==> src/rtl/histo_frame_sequencer.sv <==
// Purpose: per-frame controller for the 256-bin grey histogram (accumulate, drain, copy sweep, bin clear).
// Latency: 1-cycle registered control; copy data lags oRd_Addr by the 1-cycle bin RAM read; sweep is SETTLE_CYC+2*BINS+2 cycles.
// Backpressure: none; a frame that starts while the sweep is busy is dropped and flagged on sticky oOverrun.
// Optional feature macro: HISTO_SEQ_PEAK_EN (peak bin/count tracking during COPY).
module histo_frame_sequencer #(
    parameter int BINS       = 256,
    parameter int ADDR_W     = 8,
    parameter int CNT_W      = 20,
    parameter int SETTLE_CYC = 4
) (
    input  logic              iPclk,
    input  logic              iRst,
    input  logic              iFval,
    input  logic [CNT_W-1:0]  iThresh_Level,
    input  logic [CNT_W-1:0]  iBin_Q,
    output logic              oAcc_En,
    output logic [ADDR_W-1:0] oRd_Addr,
    output logic              oCopy_Wen,
    output logic [ADDR_W-1:0] oCopy_Addr,
    output logic [CNT_W-1:0]  oCopy_Data,
    output logic [CNT_W-1:0]  oCum_Data,
    output logic              oClr_Wen,
    output logic [ADDR_W-1:0] oClr_Addr,
    output logic [ADDR_W-1:0] oThresh,
    output logic              oFrame_Done,
    output logic              oOverrun,
    output logic [ADDR_W-1:0] oPeak_Bin,
    output logic [CNT_W-1:0]  oPeak_Cnt,
    output logic [2:0]        oState
);

    typedef enum logic [2:0] {
        S_IDLE   = 3'd0,
        S_ACCUM  = 3'd1,
        S_SETTLE = 3'd2,
        S_COPY   = 3'd3,
        S_CLEAR  = 3'd4,
        S_DONE   = 3'd5
    } state_t;

    // The counter needs one extra bit so COPY can reach BINS (trailing read-latency cycle).
    localparam logic [ADDR_W:0]   CNT_LAST_BIN = (ADDR_W+1)'(BINS - 1);
    localparam logic [ADDR_W:0]   CNT_BINS     = (ADDR_W+1)'(BINS);
    localparam logic [ADDR_W:0]   CNT_SETTLE   = (ADDR_W+1)'(SETTLE_CYC - 1);
    localparam logic [ADDR_W-1:0] ADDR_LAST    = ADDR_W'(BINS - 1);

    state_t            state;
    logic [ADDR_W:0]   cnt;
    logic              fvalQ;
    logic              fromReset;
    logic [CNT_W-1:0]  level;
    logic [CNT_W-1:0]  cumReg;
    logic [ADDR_W-1:0] thrCap;
    logic              thrFound;
    logic              accEn;
    logic [ADDR_W-1:0] rdAddr;
    logic              copyWen;
    logic [ADDR_W-1:0] copyAddr;
    logic              clrWen;
    logic [ADDR_W-1:0] clrAddr;
    logic [ADDR_W-1:0] thresh;
    logic              frameDone;
    logic              overrun;

    logic              fvalRise;
    logic              fvalFall;
    logic [CNT_W:0]    cumSum;
    logic [CNT_W-1:0]  cumNext;
    logic              sweepBusy;

    assign fvalRise  = iFval & ~fvalQ;
    assign fvalFall  = ~iFval & fvalQ;
    assign sweepBusy = (state == S_SETTLE) || (state == S_COPY) ||
                       (state == S_CLEAR)  || (state == S_DONE);

    // Running cumulative with saturation; valid only in the cycle the read data arrives.
    assign cumSum  = {1'b0, cumReg} + {1'b0, iBin_Q};
    assign cumNext = cumSum[CNT_W] ? {CNT_W{1'b1}} : cumSum[CNT_W-1:0];

    // Frame-valid history; kept running through reset so a frame already in progress never looks like a new edge.
    always_ff @(posedge iPclk) begin
        fvalQ <= iFval;
    end

    // Sequencer FSM with all control outputs registered alongside the state.
    always_ff @(posedge iPclk) begin
        if (iRst) begin
            state     <= S_CLEAR;
            cnt       <= '0;
            fromReset <= 1'b1;
            level     <= '0;
            cumReg    <= '0;
            thrCap    <= '0;
            thrFound  <= 1'b0;
            accEn     <= 1'b0;
            rdAddr    <= '0;
            copyWen   <= 1'b0;
            copyAddr  <= '0;
            clrWen    <= 1'b1;
            clrAddr   <= '0;
            thresh    <= '0;
            frameDone <= 1'b0;
            overrun   <= 1'b0;
        end else begin
            frameDone <= 1'b0;

            if (fvalRise && sweepBusy) begin
                overrun <= 1'b1;
            end

            // Fold each arriving bin into the cumulative and catch the first crossing.
            if (copyWen) begin
                cumReg <= cumNext;
                if (!thrFound && (cumNext > level)) begin
                    thrCap   <= copyAddr;
                    thrFound <= 1'b1;
                end
            end

            case (state)
                S_IDLE: begin
                    if (fvalRise) begin
                        state <= S_ACCUM;
                        accEn <= 1'b1;
                    end
                end
                S_ACCUM: begin
                    if (fvalFall) begin
                        state <= S_SETTLE;
                        accEn <= 1'b0;
                        cnt   <= '0;
                    end
                end
                S_SETTLE: begin
                    if (cnt == CNT_SETTLE) begin
                        state    <= S_COPY;
                        cnt      <= '0;
                        rdAddr   <= '0;
                        level    <= iThresh_Level;
                        cumReg   <= '0;
                        thrCap   <= ADDR_LAST;
                        thrFound <= 1'b0;
                    end else begin
                        cnt <= cnt + (ADDR_W+1)'(1);
                    end
                end
                S_COPY: begin
                    if (cnt == CNT_BINS) begin
                        state   <= S_CLEAR;
                        cnt     <= '0;
                        copyWen <= 1'b0;
                        clrWen  <= 1'b1;
                        clrAddr <= '0;
                    end else begin
                        cnt      <= cnt + (ADDR_W+1)'(1);
                        rdAddr   <= cnt[ADDR_W-1:0] + ADDR_W'(1);
                        copyWen  <= 1'b1;
                        copyAddr <= cnt[ADDR_W-1:0];
                    end
                end
                S_CLEAR: begin
                    if (cnt == CNT_LAST_BIN) begin
                        clrWen <= 1'b0;
                        cnt    <= '0;
                        if (fromReset) begin
                            state     <= S_IDLE;
                            fromReset <= 1'b0;
                        end else begin
                            state     <= S_DONE;
                            frameDone <= 1'b1;
                            thresh    <= thrCap;
                        end
                    end else begin
                        cnt     <= cnt + (ADDR_W+1)'(1);
                        clrAddr <= clrAddr + ADDR_W'(1);
                    end
                end
                S_DONE: begin
                    state <= S_IDLE;
                end
                default: begin
                    state <= S_IDLE;
                end
            endcase
        end
    end

`ifdef HISTO_SEQ_PEAK_EN
    logic              copyStart;
    logic              doneStart;
    logic [ADDR_W-1:0] peakBinTrk;
    logic [CNT_W-1:0]  peakCntTrk;
    logic [ADDR_W-1:0] peakBinOut;
    logic [CNT_W-1:0]  peakCntOut;

    assign copyStart = (state == S_SETTLE) && (cnt == CNT_SETTLE);
    assign doneStart = (state == S_CLEAR) && (cnt == CNT_LAST_BIN) && !fromReset;

    // Peak tracker: strict greater-than keeps the lowest index on ties; published with oThresh.
    always_ff @(posedge iPclk) begin
        if (iRst) begin
            peakBinTrk <= '0;
            peakCntTrk <= '0;
            peakBinOut <= '0;
            peakCntOut <= '0;
        end else begin
            if (copyStart) begin
                peakBinTrk <= '0;
                peakCntTrk <= '0;
            end else if (copyWen && (iBin_Q > peakCntTrk)) begin
                peakBinTrk <= copyAddr;
                peakCntTrk <= iBin_Q;
            end
            if (doneStart) begin
                peakBinOut <= peakBinTrk;
                peakCntOut <= peakCntTrk;
            end
        end
    end

    assign oPeak_Bin = peakBinOut;
    assign oPeak_Cnt = peakCntOut;
`else
    assign oPeak_Bin = '0;
    assign oPeak_Cnt = '0;
`endif

    assign oAcc_En     = accEn;
    assign oRd_Addr    = rdAddr;
    assign oCopy_Wen   = copyWen;
    assign oCopy_Addr  = copyAddr;
    assign oCopy_Data  = copyWen ? iBin_Q : '0;
    assign oCum_Data   = copyWen ? cumNext : '0;
    assign oClr_Wen    = clrWen;
    assign oClr_Addr   = clrAddr;
    assign oThresh     = thresh;
    assign oFrame_Done = frameDone;
    assign oOverrun    = overrun;
    assign oState      = state;

endmodule

==> config.mk <==
export PLATFORM = sky130hd
export DESIGN_NAME = histo_frame_sequencer
export DESIGN_NICKNAME = d
export VERILOG_FILES = /design/src/rtl/histo_frame_sequencer.sv
export SDC_FILE = /design/constraint.sdc
export NUM_CORES = 1
export LEC_CHECK = 0
export ABC_CLOCK_PERIOD_IN_PS = 16300
export CAP_MARGIN = 5
export CORE_ASPECT_RATIO = 1.5
export CORE_MARGIN = 5
export CORE_UTILIZATION = 55
export CTS_BUF_LIST = sky130_fd_sc_hd__clkbuf_8
export DETAILED_ROUTE_END_ITERATION = 10
export GPL_TIMING_DRIVEN = 0
export PLACE_DENSITY = 0.95
export SLEW_MARGIN = 20
export SYNTH_ARGS = -nofsm -noshare
export SYNTH_HDL_FRONTEND = slang
export SYNTH_SLANG_ARGS = --single-unit
==> constraint.sdc <==
create_clock -name iPclk -period 16.3 [get_ports iPclk]
set_clock_uncertainty 0.15 [all_clocks]
set_input_delay 4.89 -clock iPclk [delete_from_list [all_inputs] [get_ports iPclk]]
set_output_delay 4.89 -clock iPclk [all_outputs]
set_load 0.01 [all_outputs]
==> metrics.txt, run 1 <==
Final Cycle Share=83.4%; static leakage=3.14 nW; hold depth=2; final hold vios=0; reg-to-reg startpoint=cumReg[0]; via/cell ratio=5.51; worst-skew pair later-pin latency=0.37 ns; initial DRC count=268; Yosys cell types=57; Routed WL=16700 um; crit path time final=13.60 ns; gr usage total=25.4%; root buffer cell=clkbuf_8; Worst Tran Pin Value=0.821 ns; routability cong.=0.953; initial antenna violation count=0; Max-cap violations=0; hold_sp=level[12]; die area=13200 um2; Boundary Pins=151; Routed WL per cell=15.6 um; crit-path max FO=10; Synth area leader=dfxtp_1; placed cell areas=7550 um2; maximum vdd drop=0.0000597 V; number of global-route vias before repair=5956; Post-CTS Resized=0; PwrDens=58.5 nW/um2; Placement Setup Slack=2.75 ns; CP Launch Type=input port; Starting Density=55.3%; average cell area after synthesis=8.00 um2; type of the worst setup path=input port to output pin; Post-synth EDFFs=0; DR DRC count=0; nets@finish=1006; Setup-failing EPs final=0; f_max=73.5 MHz; share of flip-flops with an asynchronous set or reset=0%; gr ovfl total=0; Seq/Total Area, Yosys=33.1%; reg2reg end=thrCap[6]; WP data arrival=8.56 ns; Chip Height=138 um; number of buffers created by CTS=9; Synth area leaders=dfxtp_1, ha_1, a21oi_1, nand2_1, and2_1; unrepaired setup endpoints after global routing=no; worst hold endpoint=level[12]; Sink Count=100; routed vias=5880; port bufs=121; CTS Hold Bufs=0; status=complete, no violations; ant diodes=0; Area Growth Syn to Fin=27.8%; r2r worst-path depth=18; Fin Setup TNS=0 ns; Synth Flop Type=dfxtp_1; Slew HR=45.2%; DP Wirelength=13300 um; synthesized cell area=6050 um2; H-Tree Depth=3; Longest Clk Path Bufs=2; Clock Pin Slew Worst Setup and Hold Paths=0.09 ns; Yosys reg bits=100; die width=95.7 um; final setup margin=2.70 ns; Slew Viols, Final=0; post-detailed-route count of antenna-violating nets=0; CTS tree=yes; required time worst endpoint=11.26 ns; CORE AREA=10900 um2; Hold/Removal Path Class=flop to flop; flop-to-flop setup slack=10.92 ns; first-pass GRT wire length=27000 um; Synth Instances=757; First-pass DRT Iterations=5; layout cell share with drive strength beyond 1=7.60%; Setup Fix Bufs, Post-CTS=0; Site Rows=47; pin count of the biggest net entering global routing=17; CP endpoint kind=output pin; Design Area, Final=7740 um2; Synth top area share=33.1%; Yosys warning count=0
==> cell type report <==
| class | count | area (um2) |
|---|---|---|
| plain buffers | 63 | 355 |
| clock buffers | 11 | 151 |
| clock inverters | 5 | 35.0 |
| fillers | 836 | 3200 |
| inverters | 33 | 124 |
| multi-input cells | 588 | 3670 |
| flip-flops and latches | 100 | 2000 |
| well taps | 147 | 184 |
| repair buffers | 121 | 1210 |
==> worst max-delay path, cell delays in order <==
cell	delay [ns]
clkdlybuf4s50_1	0.43
ha_1	0.25
fa_1	0.42
a21o_1	0.20
a221o_1	0.44
a221oi_4	0.35
a31oi_2	0.21
o21bai_2	0.24
buf_4	0.22
buf_6	0.18
nand2_2	0.08
and2_1	0.17
clkdlybuf4s50_1	0.47
==> cell usage after synthesis (2+ instances only) <==
cell type	instances
dfxtp_1	100
nand2_1	97
a21oi_1	88
nor2_1	53
ha_1	46
and2_1	39
o21ai_0	39
inv_1	31
clkbuf_1	30
buf_4	29
a31oi_1	19
mux2i_1	17
xnor2_1	14
xor2_1	14
a21o_1	12
nand3_1	11
and3_1	10
nand2_2	10
nor2b_1	9
o21ai_1	9
nand3b_1	8
nand4_1	8
a21boi_1	5
nor3_1	5
a211oi_1	4
a22oi_1	4
o21bai_1	4
and4_1	3
nand2b_1	3
o21a_1	3
or3_1	3
a221oi_1	2
buf_2	2
inv_2	2
nor3b_1	2
==> metal layers <==
metal	vias up	GRT usage, %	part of all wire, %
li1	2876	-	-
met1	2672	25.8	35
met2	259	47.1	53
met3	73	3.97	6.4
met4	0	14.3	5.2
met5	-	0	0
==> state kept, by name, indices dropped and copies added, names as in the netlist, 3 cells and up <==
register / cells
cumReg: 20
level: 20
cnt: 9
oClr_Addr: 8
oCopy_Addr: 8
oRd_Addr: 8
oThresh: 8
thrCap: 8
oState: 3
==> logic make-up (layout without fill, tap and decap cells) <==
family | Yosys count | after routing | synth area share, %
AND/OR/NAND/NOR | 268 | 268 | 22.2
buffers and inverters | 96 | 233 | 7.92
flip-flops | 100 | 100 | 33.1
other | 1 | 28 | 0.0619
multiplexers | 17 | 17 | 2.81
AO/OA/AOI/OAI | 200 | 200 | 20.0
XOR/XNOR | 28 | 28 | 4.05
adder cells (fa/ha/maj) | 47 | 47 | 9.84
==> power by group <==
part | internal [mW] | switching [mW]
clock network | 0.0642 | 0.0853
logic | 0.0266 | 0.0279
registers | 0.246 | 0.00225
==> layout by cell type, fill, tap and decap left out, types with 11 or more instances in the layout <==
| master | netlist | layout |
|---|---|---|
| and2_1 | 39 | 39 |
| a21o_1 | 12 | 12 |
| ha_1 | 46 | 46 |
| clkbuf_1 | 30 | 30 |
| a31oi_1 | 19 | 19 |
| nand2_1 | 97 | 97 |
| clkdlybuf4s50_1 | 0 | 121 |
| nand3_1 | 11 | 11 |
| conb_1 | 1 | 28 |
| clkbuf_8 | 0 | 11 |
| inv_1 | 31 | 31 |
| o21ai_0 | 39 | 39 |
| a21oi_1 | 88 | 88 |
| xnor2_1 | 14 | 14 |
| buf_4 | 29 | 29 |
| mux2i_1 | 17 | 17 |
| nor2_1 | 53 | 53 |
| dfxtp_1 | 100 | 100 |
| xor2_1 | 14 | 14 |
==> per-stage QoR <==
stage	power (mW)	util [%]	std cells	hold WS [ns]
6_report	0.452	70.7	1068	0.308
5_1_grt	0.472	70.7	1068	0.327
4_1_cts	0.454	70.7	1068	0.309
3_5_place_dp	0.307	69.0	1052	0.296
3_3_place_gp	0.306	69.0	1052	0.292
2_1_floorplan	0.286	-	784	0.286
==> worst max-delay path by stage <==
stage	from	to	slack (ns)	cells after the start
detailed placement	iBin_Q[0]	oCum_Data[2]	2.75	13
finish	iBin_Q[0]	oCum_Data[2]	2.70	13
global placement	iBin_Q[0]	oCum_Data[3]	2.78	13
CTS	iBin_Q[0]	oCum_Data[2]	2.74	13
global route	iBin_Q[0]	oCum_Data[11]	2.57	13
floorplan	iBin_Q[0]	oCum_Data[11]	4.09	11
Note: power is estimated with default switching activity, not from simulation.
==> run 2: changes to the inputs <==
--- a/config.mk
+++ b/config.mk
@@ -5,15 +5,15 @@
 export SDC_FILE = /design/constraint.sdc
 export NUM_CORES = 1
 export LEC_CHECK = 0
-export ABC_CLOCK_PERIOD_IN_PS = 16300
+export ABC_CLOCK_PERIOD_IN_PS = 13300
 export CAP_MARGIN = 5
 export CORE_ASPECT_RATIO = 1.5
 export CORE_MARGIN = 5
-export CORE_UTILIZATION = 55
+export CORE_UTILIZATION = 51
 export CTS_BUF_LIST = sky130_fd_sc_hd__clkbuf_8
 export DETAILED_ROUTE_END_ITERATION = 10
 export GPL_TIMING_DRIVEN = 0
-export PLACE_DENSITY = 0.95
+export PLACE_DENSITY = 0.93
 export SLEW_MARGIN = 20
 export SYNTH_ARGS = -nofsm -noshare
 export SYNTH_HDL_FRONTEND = slang
==> constraint.sdc (replaced) <==
create_clock -name iPclk -period 13.3 [get_ports iPclk]
set_clock_uncertainty 0.15 [all_clocks]
set_input_delay 3.99 -clock iPclk [delete_from_list [all_inputs] [get_ports iPclk]]
set_output_delay 3.99 -clock iPclk [all_outputs]
set_load 0.01 [all_outputs]
==> run 2 against run 1 <==
  * Non-clock buffer count unchanged
  * Setup slack got worse by 1.2 ns
  * First-iteration DRC count increased by 27%
  * Largest power group unchanged
  * Register-to-register slack worse by 3.0 ns
  * Die area increased by 7.1%
==> metrics.txt, run 2 (same netlist as run 1, synthesis figures left out) <==
ant diodes=0; DR DRC count=0; final hold vios=0; flop-to-flop setup slack=7.88 ns; type of the worst setup path=input port to output pin; Sink Count=100; crit-path most repeated cell=clkdlybuf4s50_1; maximum vdd drop=0.0000762 V; first-pass GRT wire length=28000 um; H-Tree Depth=3; CORE AREA=11600 um2; largest registers=cumReg (20), level (20), cnt (9); crit path time final=11.81 ns; Longest Clk Path Bufs=2; CP max stage delay=0.47 ns; Slew Viols, Final=0; Setup Fix Bufs, Post-CTS=0; port bufs=121; Routed WL=17100 um; Clock Pin Slew Worst Setup and Hold Paths=0.09 ns; Routed WL per cell=16.0 um; die area=14200 um2; Site Rows=48; root buffer cell=clkbuf_8; CTS tree=yes; f_max=84.6 MHz; gr ovfl total=0; Setup-failing EPs final=0; Max-cap violations=0; worst-skew pair later-pin latency=0.38 ns; status=complete, no violations; CTS Hold Bufs=0; CP delay by family, top=compound AO/OA/AOI/OAI gates; crit-path max FO=10; routability cong.=0.918; nets@finish=1006; DP Wirelength=13400 um; PwrDens=76.8 nW/um2; Hold/Removal Path Class=flop to flop; post-detailed-route count of antenna-violating nets=0; CP max-delay cell=clkdlybuf4s50_1; Chip Height=143 um; number of global-route vias before repair=6020; required time worst endpoint=9.16 ns; WP data arrival=7.67 ns; CP Cell Sequence=clkdlybuf4s50_1, ha_1, fa_1, a21o_1, a221o_1, a221oi_4, a31oi_2, o21bai_2, buf_4, buf_6, nand2_2, and2_1, clkdlybuf4s50_1; CP endpoint kind=output pin; Worst Tran Pin Value=0.727 ns; Final Cycle Share=88.8%; gr usage total=24.1%; initial antenna violation count=0; Starting Density=52.2%; Area Growth Syn to Fin=28.7%; Fin Setup TNS=0 ns; Post-CTS Resized=0; Boundary Pins=151; CP Launch Type=input port; Core Util, Final=67.2%; unrepaired setup endpoints after global routing=no; number of buffers created by CTS=9; Crit path buffers/inverters=4; die width=99.0 um; routed vias=5946; most frequent cells in the layout=clkdlybuf4s50_1, dfxtp_1, nand2_1; First-pass DRT Iterations=5; most common cell after layout, fill and taps aside=clkdlybuf4s50_1; initial DRC count=340; Slew HR=50.9%; via/cell ratio=5.55; layout cell share with drive strength beyond 1=7.49%; pin count of the biggest net entering global routing=16; static leakage=3.16 nW; fillers=973
[run 2: cell count changes in the layout (fill, tap and decap cells not counted), sizes merged]
| cell | before | now |
|---|---|---|
| clkbuf | 41 | 42 |
| bufinv | 0 | 2 |
| clkinv | 3 | 0 |
[run 2: worst register-to-register path, stage by stage, from the launching register on]
cell and delay, ns:
dfxtp_1 0.32, ha_1 0.21, fa_1 0.42, a21o_1 0.20, a221o_1 0.42, a221oi_4 0.35, a31oi_2 0.21, o21bai_2 0.23
buf_4 0.21, buf_2 0.24, nand2_1 0.09, ha_1 0.30, and4_1 0.22, nand2_1 0.10, or4_1 0.55, o211a_2 0.17
nor3_4 0.53, mux2i_1 0.27, a21oi_1 0.08
[run 2: layout make-up]
class | count | area [um2] | area share (%)
multi-input cells | 588 | 3670 | 47.2
clock inverters | 4 | 71.3 | 0.916
plain buffers | 63 | 355 | 4.56
clock buffers | 12 | 165 | 2.12
well taps | 150 | 188 | 2.41
repair buffers | 121 | 1210 | 15.5
flip-flops and latches | 100 | 2000 | 25.7
inverters | 33 | 124 | 1.59
[run 2: power breakdown]
group,internal [mW],switching [mW]
sequential,0.302,0.00267
clock,0.121,0.105
combinational,0.0327,0.0353
total,0.455,0.143
[run 2: path summary, 6_finish.rpt]
check | startpoint | to | cells after the start
worst min-delay path | level[12] | level[12] | 2
worst min register to register | level[12] | level[12] | 2
worst max-delay path | iBin_Q[0] | oCum_Data[3] | 13
worst max register to register | cumReg[0] | thrCap[1] | 18
[run 2: layer usage]
metal	share of wire (%)	global-route usage, %
met3	6.3	3.93
met4	3.5	11.7
met5	0	0
met2	55	47.2
met1	35	24.3
[run 2: through the flow]
stage | instance area [um2] | std cells | hold slack, ns | worst slack, ns | power, mW
floorplan | 6150 | 784 | 0.286 | 2.89 | 0.351
global placement | 7550 | 1055 | 0.293 | 1.59 | 0.376
detailed placement | 7550 | 1055 | 0.296 | 1.53 | 0.377
CTS | 7790 | 1071 | 0.311 | 1.52 | 0.601
global route | 7790 | 1071 | 0.329 | 1.37 | 0.620
finish | 7790 | 1071 | 0.311 | 1.49 | 0.598
